[src/rtl/serial_adder_16bit_ctrl_pkg.sv]
// serial_adder_pkg: shared FSM state type and slice-count constants for the serial adder
package serial_adder_pkg;
    typedef enum logic [1:0] {IDLE, ADD, DONE} state_t;
    localparam int WIDTH_DEF = 16;
    localparam int NIB_DEF = 4;
    localparam int NSLICE = WIDTH_DEF / NIB_DEF;
    function automatic int nslice(input int w, input int n);
        return w / n;
    endfunction
endpackage

[src/rtl/serial_adder_16bit_ctrl_if.sv]
// serial_adder_16bit_ctrl_if: operand/result handshake bundle for the serial adder
interface serial_adder_16bit_ctrl_if #(parameter int WIDTH = 16);
    logic             in_valid;
    logic             in_ready;
    logic [WIDTH-1:0] A;
    logic [WIDTH-1:0] B;
    logic             Cin;
    logic             out_valid;
    logic             out_ready;
    logic [WIDTH-1:0] Sum;
    logic             Cout;
    logic             busy;
    modport master (output in_valid, A, B, Cin, out_ready, input in_ready, out_valid, Sum, Cout, busy);
    modport slave (input in_valid, A, B, Cin, out_ready, output in_ready, out_valid, Sum, Cout, busy);
endinterface

[src/rtl/serial_adder_16bit_ctrl_nibble.sv]
// nibble_adder: combinational NIB-bit adder slice with carry in/out
module nibble_adder #(parameter int NIB = 4) (
    input  logic [NIB-1:0] a,
    input  logic [NIB-1:0] b,
    input  logic           cin,
    output logic [NIB-1:0] sum,
    output logic           cout
);
    assign {cout, sum} = {1'b0, a} + {1'b0, b} + (NIB+1)'(cin);
endmodule

[src/rtl/serial_adder_16bit_ctrl.sv]
// serial_adder_16bit_ctrl: adds two WIDTH-bit operands one NIB-bit slice per cycle
module serial_adder_16bit_ctrl
    import serial_adder_pkg::*;
#(
    parameter int WIDTH = WIDTH_DEF,
    parameter int NIB = NIB_DEF
) (
    input logic clk,
    input logic rst,
    serial_adder_16bit_ctrl_if.slave bus
);
    localparam int NS = nslice(WIDTH, NIB);
    localparam int IW = NS > 1 ? $clog2(NS) : 1;
    state_t state, next;
    logic [WIDTH-1:0] a_q, b_q, sum_q;
    logic [IW-1:0] idx;
    logic carry, cout_q, c_sl, last;
    logic [NIB-1:0] s_sl;
    assign last = idx == IW'(NS - 1);
    nibble_adder #(.NIB(NIB)) u_slice (
        .a(a_q[idx*NIB +: NIB]),
        .b(b_q[idx*NIB +: NIB]),
        .cin(carry),
        .sum(s_sl),
        .cout(c_sl)
    );
    assign bus.Sum = sum_q;
    assign bus.Cout = cout_q;
    // State register; reset overrides any pending operation
    always_ff @(posedge clk) begin
        state <= rst ? IDLE : next;
    end
    // Next-state and handshake outputs
    always_comb begin
        next = state;
        bus.in_ready = state == IDLE;
        bus.out_valid = state == DONE;
        bus.busy = state != IDLE;
        if (state == IDLE && bus.in_valid) next = ADD;
        else if (state == ADD && last) next = DONE;
        else if (state == DONE && bus.out_ready) next = IDLE;
    end
    // Operand capture on acceptance, then one slice per ADD cycle
    always_ff @(posedge clk) begin
        if (rst) begin
            a_q <= '0;
            b_q <= '0;
            sum_q <= '0;
            idx <= '0;
            carry <= 1'b0;
            cout_q <= 1'b0;
        end else if (state == IDLE && bus.in_valid) begin
            a_q <= bus.A;
            b_q <= bus.B;
            idx <= '0;
            carry <= bus.Cin;
        end else if (state == ADD) begin
            sum_q[idx*NIB +: NIB] <= s_sl;
            carry <= c_sl;
            idx <= idx + IW'(1);
            if (last) cout_q <= c_sl;
        end
    end
endmodule

[src/flat_wrapper.sv]
// flat-port wrapper written by rule: the top's interface ports become plain ports
module serial_adder_16bit_ctrl_flat import serial_adder_pkg::*;
#(
    parameter int WIDTH = WIDTH_DEF,
    parameter int NIB = NIB_DEF
)
  (clk, rst, bus_in_valid, bus_A, bus_B, bus_Cin, bus_out_ready, bus_in_ready, bus_out_valid, bus_Sum, bus_Cout, bus_busy);
  serial_adder_16bit_ctrl_if #(.WIDTH(WIDTH)) bus_i ();
  input logic clk;
  input logic rst;
  input wire logic [$bits(bus_i.in_valid)-1:0] bus_in_valid;
  input wire logic [$bits(bus_i.A)-1:0] bus_A;
  input wire logic [$bits(bus_i.B)-1:0] bus_B;
  input wire logic [$bits(bus_i.Cin)-1:0] bus_Cin;
  input wire logic [$bits(bus_i.out_ready)-1:0] bus_out_ready;
  output wire logic [$bits(bus_i.in_ready)-1:0] bus_in_ready;
  output wire logic [$bits(bus_i.out_valid)-1:0] bus_out_valid;
  output wire logic [$bits(bus_i.Sum)-1:0] bus_Sum;
  output wire logic [$bits(bus_i.Cout)-1:0] bus_Cout;
  output wire logic [$bits(bus_i.busy)-1:0] bus_busy;
  assign bus_i.in_valid = bus_in_valid;
  assign bus_i.A = bus_A;
  assign bus_i.B = bus_B;
  assign bus_i.Cin = bus_Cin;
  assign bus_i.out_ready = bus_out_ready;
  assign bus_in_ready = bus_i.in_ready;
  assign bus_out_valid = bus_i.out_valid;
  assign bus_Sum = bus_i.Sum;
  assign bus_Cout = bus_i.Cout;
  assign bus_busy = bus_i.busy;
  serial_adder_16bit_ctrl #(.WIDTH(WIDTH), .NIB(NIB)) u_core (.clk(clk), .rst(rst), .bus(bus_i));
endmodule
[config.mk]
export PLATFORM = sky130hd
export DESIGN_NAME = serial_adder_16bit_ctrl_flat
export DESIGN_NICKNAME = d
export VERILOG_FILES = /design/src/rtl/serial_adder_16bit_ctrl_pkg.sv /design/src/rtl/serial_adder_16bit_ctrl_if.sv /design/src/rtl/serial_adder_16bit_ctrl_nibble.sv /design/src/rtl/serial_adder_16bit_ctrl.sv /design/src/flat_wrapper.sv
export SDC_FILE = /design/constraint.sdc
export NUM_CORES = 1
export LEC_CHECK = 0
export CAP_MARGIN = 20
export CORE_MARGIN = 2
export CORE_UTILIZATION = 53
export DETAILED_ROUTE_END_ITERATION = 8
export PLACE_DENSITY = 0.84
export SLEW_MARGIN = 25
export SYNTH_ARGS = -nofsm -noshare
export SYNTH_HDL_FRONTEND = slang
export SYNTH_HIERARCHICAL = 1
export SYNTH_SLANG_ARGS = --single-unit
[constraint.sdc]
create_clock -name clk -period 3.8 [get_ports clk]
set_input_delay 0.95 -clock clk [delete_from_list [all_inputs] [get_ports clk]]
set_output_delay 0.95 -clock clk [all_outputs]
set_load 0.02 [all_outputs]
# After elaboration in Yosys (flattened, before gate mapping)
# Cells that the tools add are included.
[classes]
reduce_logical = 11
muxes = 6
n_bitwise = 1
n_shift = 4
n_addsub = 4
n_eq_ne = 3
[ops]
columns = ["op", "n"]
rows = [
  ["$neg 4->34", 1],
  ["$shift 4x34->16 const A", 1],
  ["$shiftx 4x34->16", 1],
  ["$shiftx 16x5->4", 2],
  ["$bwmux 16", 1],
  ["$reduce_bool 2->1", 3],
  ["$add 4x4->5", 1],
  ["$add 5x1->5", 1],
  ["$eq 2x2->1 const B", 2],
  ["$mux 2", 2],
  ["$logic_and 1x1->1", 3],
  ["$mux 1", 3],
  ["$reduce_and 3->1", 1],
  ["$reduce_bool 3->1", 1],
  ["$add 2x1->2 const B", 1],
  ["$eq 2x1->1 const B", 1],
  ["$logic_not 2->1", 1],
  ["$reduce_and 2->1", 1],
  ["$reduce_or 2->1", 1],
  ["$not 1->1", 1],
]
[totals]
register_bits = 54
input_bits = 37
out_inout_bits = 20
wordCells = 37

# Longest topological paths before layout
[depth]
ltp_word = 5
depth_mapped = 10
depth_no_buf = 9

# By module
# The synthesis kept the hierarchy.
[by_module_without_submodules]
columns = ["module", "area_per_inst_um2", "cells_per_inst", "seq_area_each_um2", "instances"]
rows = [
  ["serial_adder_16bit_ctrl", 2344.7, 260, 1081.0, 1],
  ["nibble_adder", 143.9, 16, 0.0, 1],
]

# Least setup slack after synthesis
# No wires, ideal clock.
[synth_path]
kind = "flip-flop to flip-flop"
startpoint = "reg u_core.idx[0]"
endpoint = "reg u_core.carry"
setup_ns = 0.133
synth_period_minus_slack_ns = 2.464
stages_incl_launch_ff = 11
arrival_ns = 2.331
path_buffers = 1
path_slack_ns = 1.336
path_cell_list = "dfxtp_1 buf_4 mux4_2 fa_1 inv_1 fa_1 nor2b_1 o21ai_0 nand2b_1 mux2i_1 a211oi_2"
[synth_between]
elab_chain_len = 5
[synth_lines]
columns = ["item", "line", "text"]
rows = [
  ["start, declared", "serial_adder_16bit_ctrl.sv:16", "logic [IW-1:0] idx;"],
  ["start signal, assigned", "serial_adder_16bit_ctrl.sv:60", "idx <= idx + IW'(1);"],
  ["$shiftx 16x5->4, on equally long branches", "serial_adder_16bit_ctrl.sv:21, serial_adder_16bit_ctrl.sv:22", ""],
  ["$add 4x4->5 (*)", "serial_adder_16bit_ctrl_nibble.sv:9", "assign {cout, sum} = {1'b0, a} + {1'b0, b} + (NIB+1)'(cin);"],
  ["$add 5x1->5 (*)", "serial_adder_16bit_ctrl_nibble.sv:9", ""],
  ["named net u_core.c_sl", "serial_adder_16bit_ctrl.sv:17", "logic carry, cout_q, c_sl, last;"],
  ["$mux 1 (*)", "serial_adder_16bit_ctrl.sv:57", "end else if (state == ADD) begin"],
  ["$mux 1 (*)", "serial_adder_16bit_ctrl.sv:52", "end else if (state == IDLE && bus.in_valid) begin"],
  ["end signal, assigned", "serial_adder_16bit_ctrl.sv:56", "carry <= bus.Cin;"],
  ["end signal, assigned", "serial_adder_16bit_ctrl.sv:59", "carry <= c_sl;"],
  ["end, declared", "serial_adder_16bit_ctrl.sv:17", ""],
]
# The timed path passes the listed nets; every way through them passes the cells marked *. The select of a mux whose other input is x is not followed.
# A chain may end at the register's enable or synchronous reset.

# Worst setup path in the final report
# Ends and elaborated chain as after synthesis.

==> results.ini <==
[critical_path]
worstPathRequired_ps=3970
rr_worst_depth=9
cp_num_buf_inv=1
crit_type=reg2reg
cp-start-kind=flop
max_stage_delay_ps=840
crit_cells=9
path_cells=mux4_2 > fa_1 > inv_1 > fa_1 > nor2b_1 > o21ai_0 > nand2b_1 > mux2i_1 > a211oi_2
critical-path-top-delay-family=flip-flops
critPathSlowestCell=dfxtp_1
arrival_ps=3050
cp-end-kind=flop
r2r_slack_ps=920
crit_path_frequent_cell=fa_1
worstPathMaxFanout=15

[flow_run]
drv_cap=0

[detailed_routing]
ant_nets=0
avgRoutedWirePerCell_um=13.53
routed_wl_um=5075
vias_per_cell=5.403
vias=2026
drc=0
first_iter_violations=129
first_pass_iters=4

[synthesis]
synth-seq-cells=54
synth_top_family_by_area=simple AND/OR/NAND/NOR gates
synth_xor_area_frac=0.01056
yosysSeqAreaShare=0.4344
synth_area_per_cell_sq_um=9.017
ys_types=34
yosysWarnings=6
synth_compound_area_frac=0.1222
synth_cells=276
synth.cell_area_sq_um=2489
synth_mux_area_frac=0.08446
yosys.area_share.simple=0.2313
syn_nets=323
yosys.area_share.adder=0.05631

[cells_and_area]
fillerInstances=372
areaGrowthSynthToFinish_pct=24.48
num_antenna_cells=0
multi_input_area_sq_um=1256
seqCellArea_sq_um=1081
fin_nets=369
drive_above_1_share=0.09598

[sta]
fin_crit_ps=2877
setup_tns_ps=0
setup_viol=0
rsz0062_at_grt=no
max_freq_mhz=347.6
skew_ps=10.48
slew_violations=0
hold_slack_ps=458.1
slew-limit-headroom=0.4837
finalCritPeriodShare=0.7571
tightest_slew_ps=773.4
final_hold_viol_count=0

[clock_tree]
insertion_delay_ps=310
cts_buffers=5
clk_pin_slew_worst_paths_ps=110
clock_sinks=54
cts_tree=done
postCtsResizedCells=0
cts_setup_buffers=0
cts_root_buf=clkbuf_8
h-tree-depth=2
clock_path_buffers=2
holdBufCountCts=0

[placed_design]
dp_hpwl_um=3743
gp_congestion=0.7719
numPortBuffers=56

[global_route]
grtUsageTotal=0.2067
overflow=0
antenna_found_initial=0
grt_start_max_net_pins=35
grt_pass1_vias=1929
grt_pass1_wl_um=8473

[hold_path]
hp-class=reg2reg
whs_path_depth=2

[pwr]
vdd_drop_max_mv=0.2369
p_leak_nw=1.123
power.density_nw_per_um2=361.2

[die]
fp.dieH_um=72.53
num_rows=24
fp.dieArea_sq_um=5260
start_util=0.5600
coreArea_sq_um=4444
io_pins=57
die_w_um=72.53

[status]
status=finished clean

## tightest hold or removal path, stage by stage (launching register included)
cell     delay [ps]
dfxtp_1         320
nand2_1          50
a21oi_1          50
## state kept, by name, summed over array words and instances (netlist names)
signal and count:
u_core/a_q 16, u_core/bus.Sum 16, u_core/state 2, u_core/b_q 16
u_core/idx 2, u_core/bus.Cout 1, u_core/carry 1
## cells in the final DEF (no fill, tap or decap), types with 2 or more instances in the layout
cell / synthesis / routed
a21oi_1: 46 / 46
a31o_2: 4 / 4
and3b_1: 3 / 3
buf_4: 2 / 2
clkbuf_8: 0 / 5
clkdlybuf4s50_1: 0 / 55
dfxtp_1: 54 / 54
fa_1: 2 / 2
ha_1: 8 / 8
inv_1: 8 / 8
inv_6: 0 / 2
mux2i_1: 3 / 3
mux4_2: 8 / 8
nand2_1: 72 / 72
nand2b_1: 6 / 6
nand3_1: 8 / 8
nand3b_1: 2 / 2
nand4_1: 4 / 4
nor2_1: 6 / 6
nor3_1: 3 / 3
nor3b_1: 4 / 4
nor4b_2: 2 / 2
o21ai_0: 2 / 2
xnor2_1: 3 / 3
## cell type report
type / count / area share
clock buffer: 5 / 0.02221
clock inverter: 3 / 0.008481
inverter: 8 / 0.009693
multi-input combinational: 195 / 0.4055
sequential: 54 / 0.3490
tap: 52 / 0.02100
timing repair buffer: 58 / 0.1842
## cells by family (layout without fill, tap and decap cells)
family | after synthesis | after routing
AOI/OAI and AO/OA | 55 | 55
adders and majority gates | 10 | 10
buffers and inverters | 27 | 74
DFF | 54 | 54
xor gates and xnor gates | 3 | 3
and+or+nand+nor | 116 | 116
muxes | 11 | 11
## layer usage
metal / global-route usage / up-vias / share of wire
met5: 0 / - / 0
met4: 0.08230 / 0 / 0.017
met3: 0.03333 / 6 / 0.040
met2: 0.3616 / 52 / 0.50
met1: 0.2533 / 938 / 0.45
li1: - / 1030 / -
## stage by stage
step	power, mW	worst slack, ps	cell area, sq um	utilization	std cells
after floorplan	0.7336	1336	2489	-	276
after global placement	0.7914	967.4	3003	0.6757	367
after detailed placement	0.7964	894.4	3003	0.6757	367
after CTS	1.128	872.4	3098	0.6971	375
after global routing	1.169	667.7	3098	0.6971	375
final	1.119	922.9	3098	0.6971	375
## where the power goes
part | internal (mW) | switching, mW
Combinational | 0.0877 | 0.0856
Sequential | 0.590 | 0.0206
Clock | 0.136 | 0.199
## synth_stat cells
cell | number | area, sq um
and4bb_2 | 1 | 12.51
nor2_1 | 6 | 22.52
and2b_1 | 1 | 7.510
buf_4 | 2 | 15.01
nor2b_1 | 1 | 6.260
a31o_2 | 4 | 35.03
a211oi_2 | 1 | 12.51
buf_1 | 1 | 3.750
a21o_1 | 1 | 7.510
nor3_1 | 3 | 15.01
inv_1 | 8 | 30.03
a21oi_2 | 1 | 8.760
or3b_1 | 1 | 8.760
mux2i_1 | 3 | 30.03
nand2_1 | 72 | 270.3
mux4_2 | 8 | 180.2
and3b_2 | 1 | 10.01
nand3b_1 | 2 | 15.01
dfxtp_1 | 54 | 1081
ha_1 | 8 | 100.1
nand3_1 | 8 | 40.04
nor3b_4 | 1 | 18.77
buf_6 | 5 | 56.30
o21ai_0 | 2 | 10.01
nand4_1 | 4 | 25.02
nor3b_1 | 4 | 30.03
fa_1 | 2 | 40.04
a21oi_1 | 46 | 230.2
and3b_1 | 3 | 26.28
nor4b_2 | 2 | 30.03
buf_2 | 4 | 20.02
nand2b_1 | 6 | 37.54
clkbuf_1 | 7 | 26.28
xnor2_1 | 3 | 26.28
## worst paths after layout
| check | end | startpoint |
|---|---|---|
| worst max register to register | u_core/carry | u_core/idx[0] |
| worst min register to register | u_core/bus.Sum[4] | u_core/bus.Sum[4] |
| worst min-delay path | u_core/bus.Sum[4] | u_core/bus.Sum[4] |
| worst max-delay path | u_core/carry | u_core/idx[0] |
Power figures use the tool's default switching activity.
